### src/rtl/gf_div_seq.sv
`timescale 1ns/1ps
// ---------------------------------------------------------------------------
// gf_div_seq -- sequential GF(2^m) divider
//
// Computes out_q = in_a / in_b in GF(2^SYM_W) as in_a * in_b^(2^m-2) mod POLY.
// The inverse is built by square-and-multiply over the bits of 2^m-2, which
// are all ones except bit 0. So acc collects b^2 * b^4 * ... * b^(2^(m-1)).
// Latency is fixed (SYM_W+1 edges from accept to out_valid) for every
// operand, including a zero divisor.
//
// Parameters
//   SYM_W  field width m (3..8)
//   POLY   primitive polynomial, SYM_W+1 bits, MSB set
//   TAG_W  width of the sideband tag
//
// Ports
//   clk        clock, rising edge
//   rst_n      asynchronous active-low reset
//   in_valid   operand pair present
//   in_ready   block idle and able to accept operands
//   in_a       dividend
//   in_b       divisor
//   in_tag     sideband tag, returned with the quotient
//   flush      synchronous abort; returns the block to idle
//   out_valid  quotient present
//   out_ready  consumer takes the quotient
//   out_q      quotient
//   out_dbz    divisor was zero (out_q is then 0)
//   out_tag    tag of the operation that produced out_q
// ---------------------------------------------------------------------------
module gf_div_seq #(
    parameter int               SYM_W = 4,
    parameter logic [SYM_W:0]   POLY  = 5'h13,
    parameter int               TAG_W = 4
) (
    input  logic             clk,
    input  logic             rst_n,
    input  logic             in_valid,
    output logic             in_ready,
    input  logic [SYM_W-1:0] in_a,
    input  logic [SYM_W-1:0] in_b,
    input  logic [TAG_W-1:0] in_tag,
    input  logic             flush,
    output logic             out_valid,
    input  logic             out_ready,
    output logic [SYM_W-1:0] out_q,
    output logic             out_dbz,
    output logic [TAG_W-1:0] out_tag
);

    localparam int              CNT_W    = $clog2(SYM_W);
    // Number of multiply/square steps needed for the inverse.
    localparam logic [CNT_W-1:0] LAST_CNT = CNT_W'(SYM_W - 1);

    typedef enum logic [1:0] {
        IDLE = 2'd0,
        INV  = 2'd1,
        MUL  = 2'd2,
        DONE = 2'd3
    } state_t;

    // -----------------------------------------------------------------------
    // Field multiply: MSB-first shift-and-reduce. Each step doubles the
    // partial product (reducing by POLY when the top bit falls off) and adds
    // the multiplicand when the current multiplier bit is set.
    // -----------------------------------------------------------------------
    function automatic logic [SYM_W-1:0] gf_mul(input logic [SYM_W-1:0] x,
                                                input logic [SYM_W-1:0] y);
        logic [SYM_W-1:0] p;
        p = '0;
        for (int i = SYM_W - 1; i >= 0; i--) begin
            if (p[SYM_W-1]) begin
                p = (p << 1) ^ POLY[SYM_W-1:0];
            end else begin
                p = p << 1;
            end
            if (y[i]) begin
                p = p ^ x;
            end
        end
        return p;
    endfunction

    // State and datapath registers
    state_t           state_q,  state_d;
    logic [SYM_W-1:0] a_q,      a_d;
    logic [SYM_W-1:0] b_q,      b_d;
    logic [TAG_W-1:0] tag_q,    tag_d;
    logic [SYM_W-1:0] sq_q,     sq_d;
    logic [SYM_W-1:0] acc_q,    acc_d;
    logic [CNT_W-1:0] cnt_q,    cnt_d;
    logic [SYM_W-1:0] res_q,    res_d;
    logic             dbz_q,    dbz_d;
    logic [TAG_W-1:0] otag_q,   otag_d;

    // Combinational field operations used by the FSM
    logic [SYM_W-1:0] b_sq;       // in_b^2, seeds sq on accept
    logic [SYM_W-1:0] acc_mul;    // acc * sq
    logic [SYM_W-1:0] sq_sq;      // sq^2
    logic [SYM_W-1:0] quot;       // a * acc

    assign b_sq    = gf_mul(in_b, in_b);
    assign acc_mul = gf_mul(acc_q, sq_q);
    assign sq_sq   = gf_mul(sq_q, sq_q);
    assign quot    = gf_mul(a_q, acc_q);

    // -----------------------------------------------------------------------
    // Next-state logic
    // -----------------------------------------------------------------------
    always_comb begin
        state_d = state_q;
        a_d     = a_q;
        b_d     = b_q;
        tag_d   = tag_q;
        sq_d    = sq_q;
        acc_d   = acc_q;
        cnt_d   = cnt_q;
        res_d   = res_q;
        dbz_d   = dbz_q;
        otag_d  = otag_q;

        if (flush) begin
            // Abort wins over both handshakes in the same cycle.
            state_d = IDLE;
            cnt_d   = '0;
        end else begin
            unique case (state_q)
                IDLE: begin
                    if (in_valid) begin
                        a_d     = in_a;
                        b_d     = in_b;
                        tag_d   = in_tag;
                        sq_d    = b_sq;
                        acc_d   = {{(SYM_W-1){1'b0}}, 1'b1};
                        cnt_d   = '0;
                        state_d = INV;
                    end
                end
                INV: begin
                    // cnt counts completed steps; once SYM_W-1 have been
                    // applied, acc holds b^(2^m-2) and the FSM moves on.
                    // A zero divisor simply yields acc=0, so no special path
                    // is needed and latency stays constant.
                    if (cnt_q == LAST_CNT) begin
                        state_d = MUL;
                    end else begin
                        acc_d = acc_mul;
                        sq_d  = sq_sq;
                        cnt_d = cnt_q + 1'b1;
                    end
                end
                MUL: begin
                    res_d   = quot;
                    dbz_d   = (b_q == '0);
                    otag_d  = tag_q;
                    state_d = DONE;
                end
                DONE: begin
                    if (out_ready) begin
                        state_d = IDLE;
                    end
                end
                default: begin
                    state_d = IDLE;
                end
            endcase
        end
    end

    // -----------------------------------------------------------------------
    // Registers
    // -----------------------------------------------------------------------
    always_ff @(posedge clk or negedge rst_n) begin
        if (!rst_n) begin
            state_q <= IDLE;
            a_q     <= '0;
            b_q     <= '0;
            tag_q   <= '0;
            sq_q    <= '0;
            acc_q   <= '0;
            cnt_q   <= '0;
            res_q   <= '0;
            dbz_q   <= 1'b0;
            otag_q  <= '0;
        end else begin
            state_q <= state_d;
            a_q     <= a_d;
            b_q     <= b_d;
            tag_q   <= tag_d;
            sq_q    <= sq_d;
            acc_q   <= acc_d;
            cnt_q   <= cnt_d;
            res_q   <= res_d;
            dbz_q   <= dbz_d;
            otag_q  <= otag_d;
        end
    end

    // -----------------------------------------------------------------------
    // Outputs
    // -----------------------------------------------------------------------
    assign in_ready  = (state_q == IDLE);
    assign out_valid = (state_q == DONE);
    assign out_q     = res_q;
    assign out_dbz   = dbz_q;
    assign out_tag   = otag_q;

endmodule
### config.mk
export PLATFORM = sky130hd
export DESIGN_NAME = gf_div_seq
export DESIGN_NICKNAME = d
export VERILOG_FILES = /design/src/rtl/gf_div_seq.sv
export SDC_FILE = /design/constraint.sdc
export NUM_CORES = 1
export LEC_CHECK = 0
export CAP_MARGIN = 20
export CORE_ASPECT_RATIO = 0.8
export CORE_MARGIN = 4
export CORE_UTILIZATION = 50
export CTS_CLUSTER_SIZE = 16
export DETAILED_ROUTE_END_ITERATION = 8
export DONT_BUFFER_PORTS = 1
export PLACE_DENSITY_LB_ADDON = 0.12
export SYNTH_ARGS = -nofsm -noshare
export SYNTH_HDL_FRONTEND = slang
export SYNTH_SLANG_ARGS = --single-unit
### constraint.sdc
create_clock -name clk -period 4.7 [get_ports clk]
set_input_delay 0.94 -clock clk [delete_from_list [all_inputs] [get_ports clk]]
set_output_delay 0.94 -clock clk [all_outputs]
set_load 0.05 [all_outputs]
# Word level (Yosys, flattened, before mapping)
# Cells that the tools add are included.
# op_classes
add_sub_neg	1
n_eq_ne	10
mux	43
n_bitwise	25
n_reduce_logical	9
# op_table
operator	count
$mux W4	20
$xor A4 B4 Y4	12
$mux W2	19
$not A2 Y2	12
$pmux W4 S2	2
$reduce_and A3 Y1	3
$pmux W2 S4	1
$eq A2 B2 Y1 const B	3
$ne A3 B2 Y1 const B	2
$ne A3 B3 Y1 const B	2
$logic_not A4 Y1	1
$ne A2 B2 Y1 const B	2
$pmux W2 S2	1
$reduce_and A4 Y1	1
$reduce_bool A3 Y1	1
$add A2 B1 Y2 const B	1
$eq A2 B1 Y1 const B	1
$logic_not A2 Y1	1
$reduce_and A2 Y1	1
$reduce_bool A2 Y1	1
$not A1 Y1	1
# totals
regBits	33
inputBits	17
out_inout_bits	11

# Longest topological paths before layout
# Gate-level depths: netlist (run 1).
# logic_depth
word_depth	15
depth_mapped	8
ltp_nobuf	7

# Least setup slack after synthesis (run 1)
# No wires, ideal clock.
# synth_timing
path_type	register to register
start	register state_q[0]
end	register sq_q[2]
setup_time_ns	0.126
t_arrival_ns	2.057
path_slack_ns	2.517
path_stages_with_launch	7
n_path_buf	1
path_cell_list	dfrtp_1 > inv_1 > ha_1 > and2b_2 > a2111o_1 > buf_6 > a221o_2
# synth_between
elab_chain_len	3
elab_cells_between_ends	7
# synth_rtl
element	line	source
from (decl)	85	state_t state_q, state_d;
from (signal assigned)	186	state_q <= state_d;
$logic_not A2 Y1 *	--	
via in_ready	39	output logic in_ready,
$ne A2 B2 Y1 (no source line) or $reduce_bool A2 Y1 (tied branches)	--	
$reduce_and A4 Y1 (no source line)	--	
to (signal assigned)	190	sq_q <= sq_d;
to (decl)	89	logic [SYM_W-1:0] sq_q, sq_d;
# The timed path passes the listed nets; every way through them passes the cells marked *.
# A chain may end at the register's enable or synchronous reset.

# Final worst setup path (run 1)
# layout_timing
start	register state_q[0]
end	register tag_q[2]
# layout_between
elab_chain_len	2
# layout_rtl
element	line	source
$logic_not A2 Y1	--	
via in_ready	39	
$reduce_and A3 Y1 (no source line)	--	
to (signal assigned)	189	tag_q <= tag_d;
to (decl)	88	logic [TAG_W-1:0] tag_q, tag_d;
# The timed path passes the listed nets, and every way through them passes these cells.

==> results of run 1 <==
critical path, delay by kind of cell (launching register included):
family,cells,cell delay (ns)
mux,1,0.49
simple gates,1,0.68
flops,1,0.41
fa+ha+maj,1,0.62
buf+inv,1,0.10
cell type report:
type / instances / area [µm²]
clock buffers: 5 / 68.82
clock inverters: 3 / 46.29
fillers: 358 / 1713
inverters: 6 / 22.52
multi-input cells: 161 / 1134
flip-flops and latches: 33 / 825.8
well taps: 55 / 68.82
cell usage in the layout, fill, tap and decap left out, types with 2 or more instances in the layout:
master    netlist  layout
a21oi_1         2       2
a221oi_1        2       2
a22oi_1         3       3
clkbuf_8        0       5
dfrtp_1        33      33
ha_1            7       7
inv_1           6       6
mux2_2         15      15
mux2i_1         6       6
nand2_1        47      47
nand3_1         3       3
nor2_1          8       8
nor2b_1         2       2
nor3_1          3       3
o21ai_0        14      14
xnor2_1        23      23
xor2_1         10      10
report_power, final:
group	leakage (µW)	total [µW]	switching [µW]	internal, µW
registers	0.000408	652	249	403
logic	0.000428	645	337	307
clock network	0.0000543	268	110	159
total	0.000890	1570	696	869
stage by stage:
step / utilization [%] / cell area, µm² / instances
floorplan: - / 2052 / 212
detailed placement: 52.87 / 2051 / 255
global placement: 52.87 / 2051 / 255
global route: 55.84 / 2166 / 263
CTS: 55.84 / 2166 / 263
finish: 55.84 / 2166 / 263
sequential cells by signal (all words and copies together) (netlist names):
register,flops
a_q,4
acc_q,4
b_q,4
out_q,4
out_tag,4
sq_q,4
tag_q,4
cnt_q,2
state_q,2
out_dbz,1
synth_stat cells:
cell type   n  share of area (%)
nand2b_1    1               0.31
nand4_1     1               0.31
inv_1       6                1.1
xnor2_1    23                9.8
nor2_2      1               0.31
buf_4       1               0.37
a2111o_1    1               0.55
and2b_2     1               0.43
a221oi_1    2               0.85
buf_2       5                1.2
o311ai_2    1               0.79
a22o_2      1               0.49
a22o_1      1               0.43
nand3b_1    1               0.37
a22oi_1     3                1.1
nor2_1      8                1.5
a21boi_0    1               0.37
mux2_2     15                8.2
xor2_1     10                4.3
nor4_1      1               0.31
nor3_2      1               0.49
nor2b_1     2               0.61
ha_1        7                4.3
nand2_1    47                8.6
clkbuf_1    4               0.73
o21ai_0    14                3.4
a21oi_1     2               0.49
or4_1       1               0.37
mux2i_1     6                2.9
o31ai_1     1               0.37
buf_6       2                1.1
nor3_1      3               0.73
a2111oi_4   1                1.3
a221o_2     1               0.55
dfrtp_1    33                 40
nand3_1     3               0.73
kinds of logic (layout without fill, tap and decap cells):
logic type | Yosys count | in the layout
adder cells (fa/ha/maj) | 7 | 7
AND/OR/NAND/NOR | 71 | 71
flip-flops | 33 | 33
XOR/XNOR | 33 | 33
multiplexers | 21 | 21
buffers and inverters | 18 | 14
AO/OA/AOI/OAI | 29 | 29
how the worst max path moves through the flow:
stage	slack, ns	cells after the start	endpoint	from
6_report	2.30	4	tag_q[2]	state_q[0]
5_1_grt	2.13	7	sq_q[3]	state_q[1]
4_1_cts	2.30	4	tag_q[2]	state_q[0]
3_5_place_dp	2.30	4	tag_q[2]	state_q[0]
3_3_place_gp	2.36	4	a_q[0]	state_q[0]
2_1_floorplan	2.52	6	sq_q[2]	state_q[0]
per-layer routing:
layer	GRT usage (%)	vias to the layer above	share of wire (%)
met2	28.85	48	50
met5	0	-	0
li1	-	703	-
met1	20.66	714	43
met4	2.575	0	0.51
met3	5.616	4	5.9
==> impl_metrics.ini, run 1 <==
[outcome]
status = finished clean

[setup_path]
crit_path_start_kind = register
end_kind = register
crit_type = register to register
slowest_delay_ns = 0.68
cp_cell_sequence = inv_1, ha_1, nand3b_1, mux2_2
worstReg2RegStart = state_q[0]
slowest_stage = nand3b_1
regToRegSetupSlack_ns = 2.30
worstReg2RegEnd = tag_q[2]
crit_fanout = 13
reg2reg_depth = 4
critPathRequiredTime_ns = 4.87
arrival_ns = 2.57

[clock_tree]
clk_path_buf_depth = 2
cts_buffers = 5
root_buffer = clkbuf_8
cts-resized-gates = 0
hold_buffers = 0
clock_sinks = 33
cts_setup_buffers = 0
cts_tree = done
cts_htree_levels = 2
insertion_delay_ns = 0.28
clkTransAtPathRegs_ns = 0.08

[drt]
drt-vias-per-instance = 5.586
drtIter0Drc = 69
post_drt_wl_per_cell_um = 14.84
wirelength_um = 3904
vias = 1469
drcViolationCount = 0
drtPass1Iterations = 5
antenna_left = 0

[global_routing]
grt_pass1_vias = 1406
grt_max_degree = 34
grt_use_total_pct = 16.72
antenna_found_initial = 0
overflow = 0
grt_pass1_wl_um = 6858

[floorplan]
die_w_um = 79.63
initial_core_util_pct = 52.90
std_cell_rows = 20
io_pins = 28
die_y_um = 65.30
die-area_um2 = 5200
coreArea_um2 = 3879

[logic_synthesis]
synth_cell_type_count = 36
ys_ff_latch = 33
yosysSeqAreaShare_pct = 40.24
avgSynthCellArea_um2 = 9.679
synth_area_um2 = 2052
synth_top_family_by_area = simple AND/OR/NAND/NOR gates
synth_warnings = 0
synth-compound-area-share_pct = 10.73
synthCells = 212
synth-simple-area-share_pct = 15.00
synth-xor-area-share_pct = 14.09
synthAdderAreaFrac_pct = 4.268
synth_mux_area_share_pct = 11.16
synth_nets = 236

[sta]
timing.hold.ws_ns = 0.3441
tns_ns = 0
relSlewSlack_pct = 53.04
drv_slew = 0
layout_setup_ws_ns = 2.296
rsz0062_at_grt = false
hold_viol = 0
fin_crit_sh_pct = 51.14
finalSetupViolations = 0
tightest_slew_ns = 0.7023
fmax_mhz = 416.0
fin_crit_ns = 2.404
finClkSkew_ns = 0.009956

[power]
power_density_nw_per_um2 = 722.6
p_total_uw = 1565
ir_drop_mv = 0.4080
p_leak_uw = 0.0008900

[layout]
area_growth_syn_to_layout_pct = 5.549
nets = 231
drive_gt1_share_pct = 14.42
n_antenna_cell = 0

[placement]
pre_cts_ws_ns = 2.305
hpwl_um = 2885
portBuffers = 0
gp_congestion = 0.8947

[hold_path]
hp-class = input port to asynchronous set/reset pin

[job]
cap_violations = 0
Note: power is estimated with default switching activity, not from simulation.
==> run 2, diff against run 1 <==
- clock period: 4.7 -> 2.31 ns (I/O delays scaled with it)
==> run 2 against run 1 <==
Hold slack worse by 0.11 ns. Critical path depth grew 3. Via count shrank 1.5%. Highest routed layer unchanged. Clock power rose by 110%. Setup slack worse by 2.1 ns. Clock skew is 0.0046 ns lower. Global-route usage up 0.55 points. Largest cell class unchanged. Cell area up 2.5%. Critical path type unchanged. Fmax rose by 16%. Non-clock buffer count is 5 higher. First-iteration DRC count shrank 10%. Clock-buffer cell count rose by 2.
==> impl_metrics.ini, run 2 (same netlist as run 1, synthesis figures left out) <==
[global_routing]
overflow = 0
antenna_found_initial = 0
grt_pass1_wl_um = 6837
grt_max_degree = 34
grt_use_total_pct = 17.26
grt_pass1_vias = 1481

[placement]
hpwl_um = 2901
pre_cts_ws_ns = 0.2697
portBuffers = 0
gp_congestion = 0.8668

[floorplan]
coreArea_um2 = 3879
initial_core_util_pct = 52.90
die_y_um = 65.30
die_w_um = 79.63
io_pins = 28
std_cell_rows = 20
die-area_um2 = 5200

[layout]
area_growth_syn_to_layout_pct = 8.171
layout_common_cells = 47 x nand2_1, 33 x dfrtp_1, 23 x xnor2_1, 15 x mux2_2, 14 x o21ai_0
drive_gt1_share_pct = 15.49
final_common_cell = nand2_1
n_antenna_cell = 0
nets = 236

[hold_path]
hp-start = flush
worstHoldPathCells = 1
min_to = state_q[1]
hp-class = input port to register

[sta]
layout_setup_ws_ns = 0.2426
finClkSkew_ns = 0.005333
fin_crit_sh_pct = 89.50
rsz0062_at_grt = false
hold_viol = 0
fmax_mhz = 483.7
drv_slew = 0
finalSetupViolations = 0
fin_crit_ns = 2.067
tightest_slew_ns = 0.5378
relSlewSlack_pct = 64.15
tns_ns = 0

[drt]
drcViolationCount = 0
vias = 1447
wirelength_um = 3993
drt-vias-per-instance = 5.399
drtIter0Drc = 62
post_drt_wl_per_cell_um = 14.90
drtPass1Iterations = 4
antenna_left = 0

[clock_tree]
cts_tree = done
insertion_delay_ns = 0.29
cts-resized-gates = 0
clkTransAtPathRegs_ns = 0.07
cts_htree_levels = 2
cts_buffers = 5
cts_setup_buffers = 0
clk_path_buf_depth = 2
clock_sinks = 33
root_buffer = clkbuf_8

[setup_path]
crit_family = compound AO/OA/AOI/OAI gates
crit_type = register to register
worstReg2RegEnd = sq_q[3]
worst-path-buf-inv = 1
arrival_ns = 2.23
critPathRequiredTime_ns = 2.48
cp_cell_sequence = inv_1, ha_1, and2b_2, a2111oi_4, a21boi_0, o21ai_0, a21oi_1
end_kind = register
crit_fanout = 8
worstReg2RegStart = state_q[0]
reg2reg_depth = 7
crit_path_start_kind = register
slowest_delay_ns = 0.49
slowest_stage = a2111oi_4
regToRegSetupSlack_ns = 0.24

[job]
cap_violations = 0

[power]
power_density_nw_per_um2 = 1467
ir_drop_mv = 0.8850
p_leak_uw = 0.0009218

[outcome]
status = finished clean
-- run 2: metrics by stage --
stage / utilization (%) / cells / hold WS [ns] / power, µW / area, µm²
final: 57.23 / 268 / 0.2318 / 3256 / 2220
after global routing: 57.23 / 268 / 0.2076 / 3500 / 2220
after CTS: 57.23 / 268 / 0.2208 / 3281 / 2220
after detailed placement: 53.45 / 258 / 0.1674 / 2692 / 2073
after global placement: 53.45 / 258 / 0.1673 / 2619 / 2073
after floorplan: - / 212 / 0.1664 / 2455 / 2052
-- run 2: cell type report --
class	instances	area (µm²)
multi-input combinational	161	1134
clock inverter	1	30.03
sequential	33	825.8
timing repair buffer	5	52.55
tap	55	68.82
fill	351	1659
inverter	6	22.52
clock buffer	7	86.33
-- run 2: metal layers --
metal | track usage (%) | vias up | share of wire, %
met5 | 0 | - | 0
met4 | 6.223 | 0 | 1.4
met3 | 6.301 | 6 | 4.6
met2 | 28.23 | 26 | 49
met1 | 20.88 | 702 | 45
li1 | - | 713 | -
-- run 2: worst max-delay path by stage --
stage	from	endpoint	slack [ns]	cells after the start
floorplan	state_q[0]	sq_q[2]	0.13	6
global placement	state_q[0]	sq_q[2]	0.34	5
detailed placement	state_q[0]	sq_q[3]	0.27	7
CTS	state_q[0]	sq_q[3]	0.24	7
global route	state_q[0]	sq_q[3]	0.09	7
finish	state_q[0]	sq_q[3]	0.24	7
-- run 2: repair_timing --
action,in CTS,in global routing
hold buffers,2,0
endpoints found under the setup margin,0,0
hold endpoints to repair,33,0
-- run 2: worst register-to-register path, stage by stage (launching register included) --
cell	delay [ns]
dfrtp_1	0.40
inv_1	0.08
ha_1	0.27
and2b_2	0.27
a2111oi_4	0.49
a21boi_0	0.18
o21ai_0	0.18
a21oi_1	0.09
-- run 2: where the power goes --
group / total, µW / internal, µW / switching, µW
Combinational: 1370 / 659 / 706
Clock: 563 / 352 / 211
Sequential: 1330 / 820 / 508
Total: 3260 / 1830 / 1430
==> run 3, diff against run 2 <==
- CTS_BUF_LIST: unset -> sky130_fd_sc_hd__clkbuf_4
- CTS_CLUSTER_SIZE: 16 -> 20
==> run 3 against run 2 <==
Clock power shrank 23%. Largest cell class unchanged. Sequential cell count is the same. Largest power group unchanged. Final cell count is the same. Hold slack lost 0.051 ns. Cell area shrank 1.7%. Critical path type unchanged. Sequential share of layout area grew 0.64 points.
==> impl_metrics.ini, run 3 (same netlist as run 1, synthesis figures left out) <==
[sta]
fin_crit_ns = 2.085
finClkSkew_ns = 0.008174
hold_viol = 0
tightest_slew_ns = 0.5326
finalSetupViolations = 0
rsz0062_at_grt = false
fmax_mhz = 479.5
relSlewSlack_pct = 64.49
tns_ns = 0
layout_setup_ws_ns = 0.2247
drv_slew = 0
timing.hold.ws_ns = 0.1811
fin_crit_sh_pct = 90.27

[clock_tree]
clock_sinks = 33
clk_path_buf_depth = 2
cts_buffers = 5
clkTransAtPathRegs_ns = 0.10
hold_buffers = 2
cts-resized-gates = 0
cts_setup_buffers = 0
insertion_delay_ns = 0.33
cts_htree_levels = 2
root_buffer = clkbuf_4
cts_tree = done

[power]
p_leak_uw = 0.0009067
ir_drop_mv = 0.7884
p_total_uw = 3122
power_density_nw_per_um2 = 1431

[global_routing]
grt_pass1_wl_um = 6817
antenna_found_initial = 0
grt_max_degree = 34
grt_pass1_vias = 1477
grt_use_total_pct = 17.12
overflow = 0

[setup_path]
regToRegSetupSlack_ns = 0.22
cp-endpoint = sq_q[3]
arrival_ns = 2.30
worstReg2RegEnd = sq_q[3]
end_kind = register
crit_fanout = 8
worstReg2RegStart = state_q[1]
crit_path_start_kind = register
crit_start = state_q[1]
crit_type = register to register
critPathRequiredTime_ns = 2.53
reg2reg_depth = 7

[floorplan]
initial_core_util_pct = 52.90
die_w_um = 79.63
die-area_um2 = 5200
coreArea_um2 = 3879
io_pins = 28
die_y_um = 65.30
std_cell_rows = 20

[layout]
n_antenna_cell = 0
layout_common_cells = 47 x nand2_1, 33 x dfrtp_1, 23 x xnor2_1, 15 x mux2_2, 14 x o21ai_0
drive_gt1_share_pct = 15.49
final_common_cell = nand2_1
n_fill_cell = 356
regArea_um2 = 825.8
nets = 236
area_growth_syn_to_layout_pct = 6.341
multiInputGateArea_um2 = 1134

[placement]
portBuffers = 0
hpwl_um = 2901
pre_cts_ws_ns = 0.2697
gp_congestion = 0.8668

[drt]
wirelength_um = 3964
antenna_left = 0
drt-vias-per-instance = 5.399
vias = 1447
drtIter0Drc = 95
drtPass1Iterations = 4
post_drt_wl_per_cell_um = 14.79
drcViolationCount = 0

[job]
cap_violations = 0

[hold_path]
hp-class = input port to register

[outcome]
status = finished clean
[run 3: cell types whose count changed in the layout (fill, tap and decap cells not counted), sizes merged]
cell    before  now
clkbuf       7    6
clkinv       0    1
[run 3: final cells by class]
cell class                 instances  area share, %
clock buffer                       6          2.064
clock inverter                     2          1.548
inverter                           6          1.032
multi-input combinational        161          51.95
sequential                        33          37.84
tap                               55          3.154
timing repair buffer               5          2.408
[run 3: worst min-delay path by stage]
stage	end	cells after the start	slack, ns	start
after floorplan	a_q[0]	0	0.17	rst_n
final	state_q[1]	1	0.18	flush
after detailed placement	out_tag[3]	0	0.17	rst_n
after global placement	out_tag[3]	0	0.17	rst_n
after global routing	state_q[1]	1	0.14	flush
after CTS	state_q[1]	1	0.16	flush
[run 3: metal layers]
layer | track usage, % | part of all wire [%] | routed length (µm) | up-vias
met5 | 0 | 0 | 0 | -
met3 | 4.932 | 4.8 | 190 | 4
met1 | 21.32 | 45 | 1793 | 700
li1 | - | - | - | 712
met2 | 27.81 | 49 | 1942 | 31
met4 | 7.082 | 0.96 | 38 | 0
[run 3: report_power, final]
group          total [µW]  switching (µW)  internal [µW]
sequential           1330             507            818
clock                 434             197            237
combinational        1360             704            659
total                3120            1410           1710
[run 3: critical path, cell delays in order (launching register included)]
cell	delay [ns]
dfrtp_1	0.42
inv_1	0.09
ha_1	0.26
and2b_2	0.27
a2111oi_4	0.49
a21boi_0	0.18
o21ai_0	0.18
a21oi_1	0.09
[run 3: metrics by stage]
step / utilization (%) / instance area [µm²] / std cells
finish: 56.26 / 2182 / 268
global route: 56.26 / 2182 / 268
CTS: 56.26 / 2182 / 268
detailed placement: 53.45 / 2073 / 258
global placement: 53.45 / 2073 / 258
floorplan: - / 2052 / 212
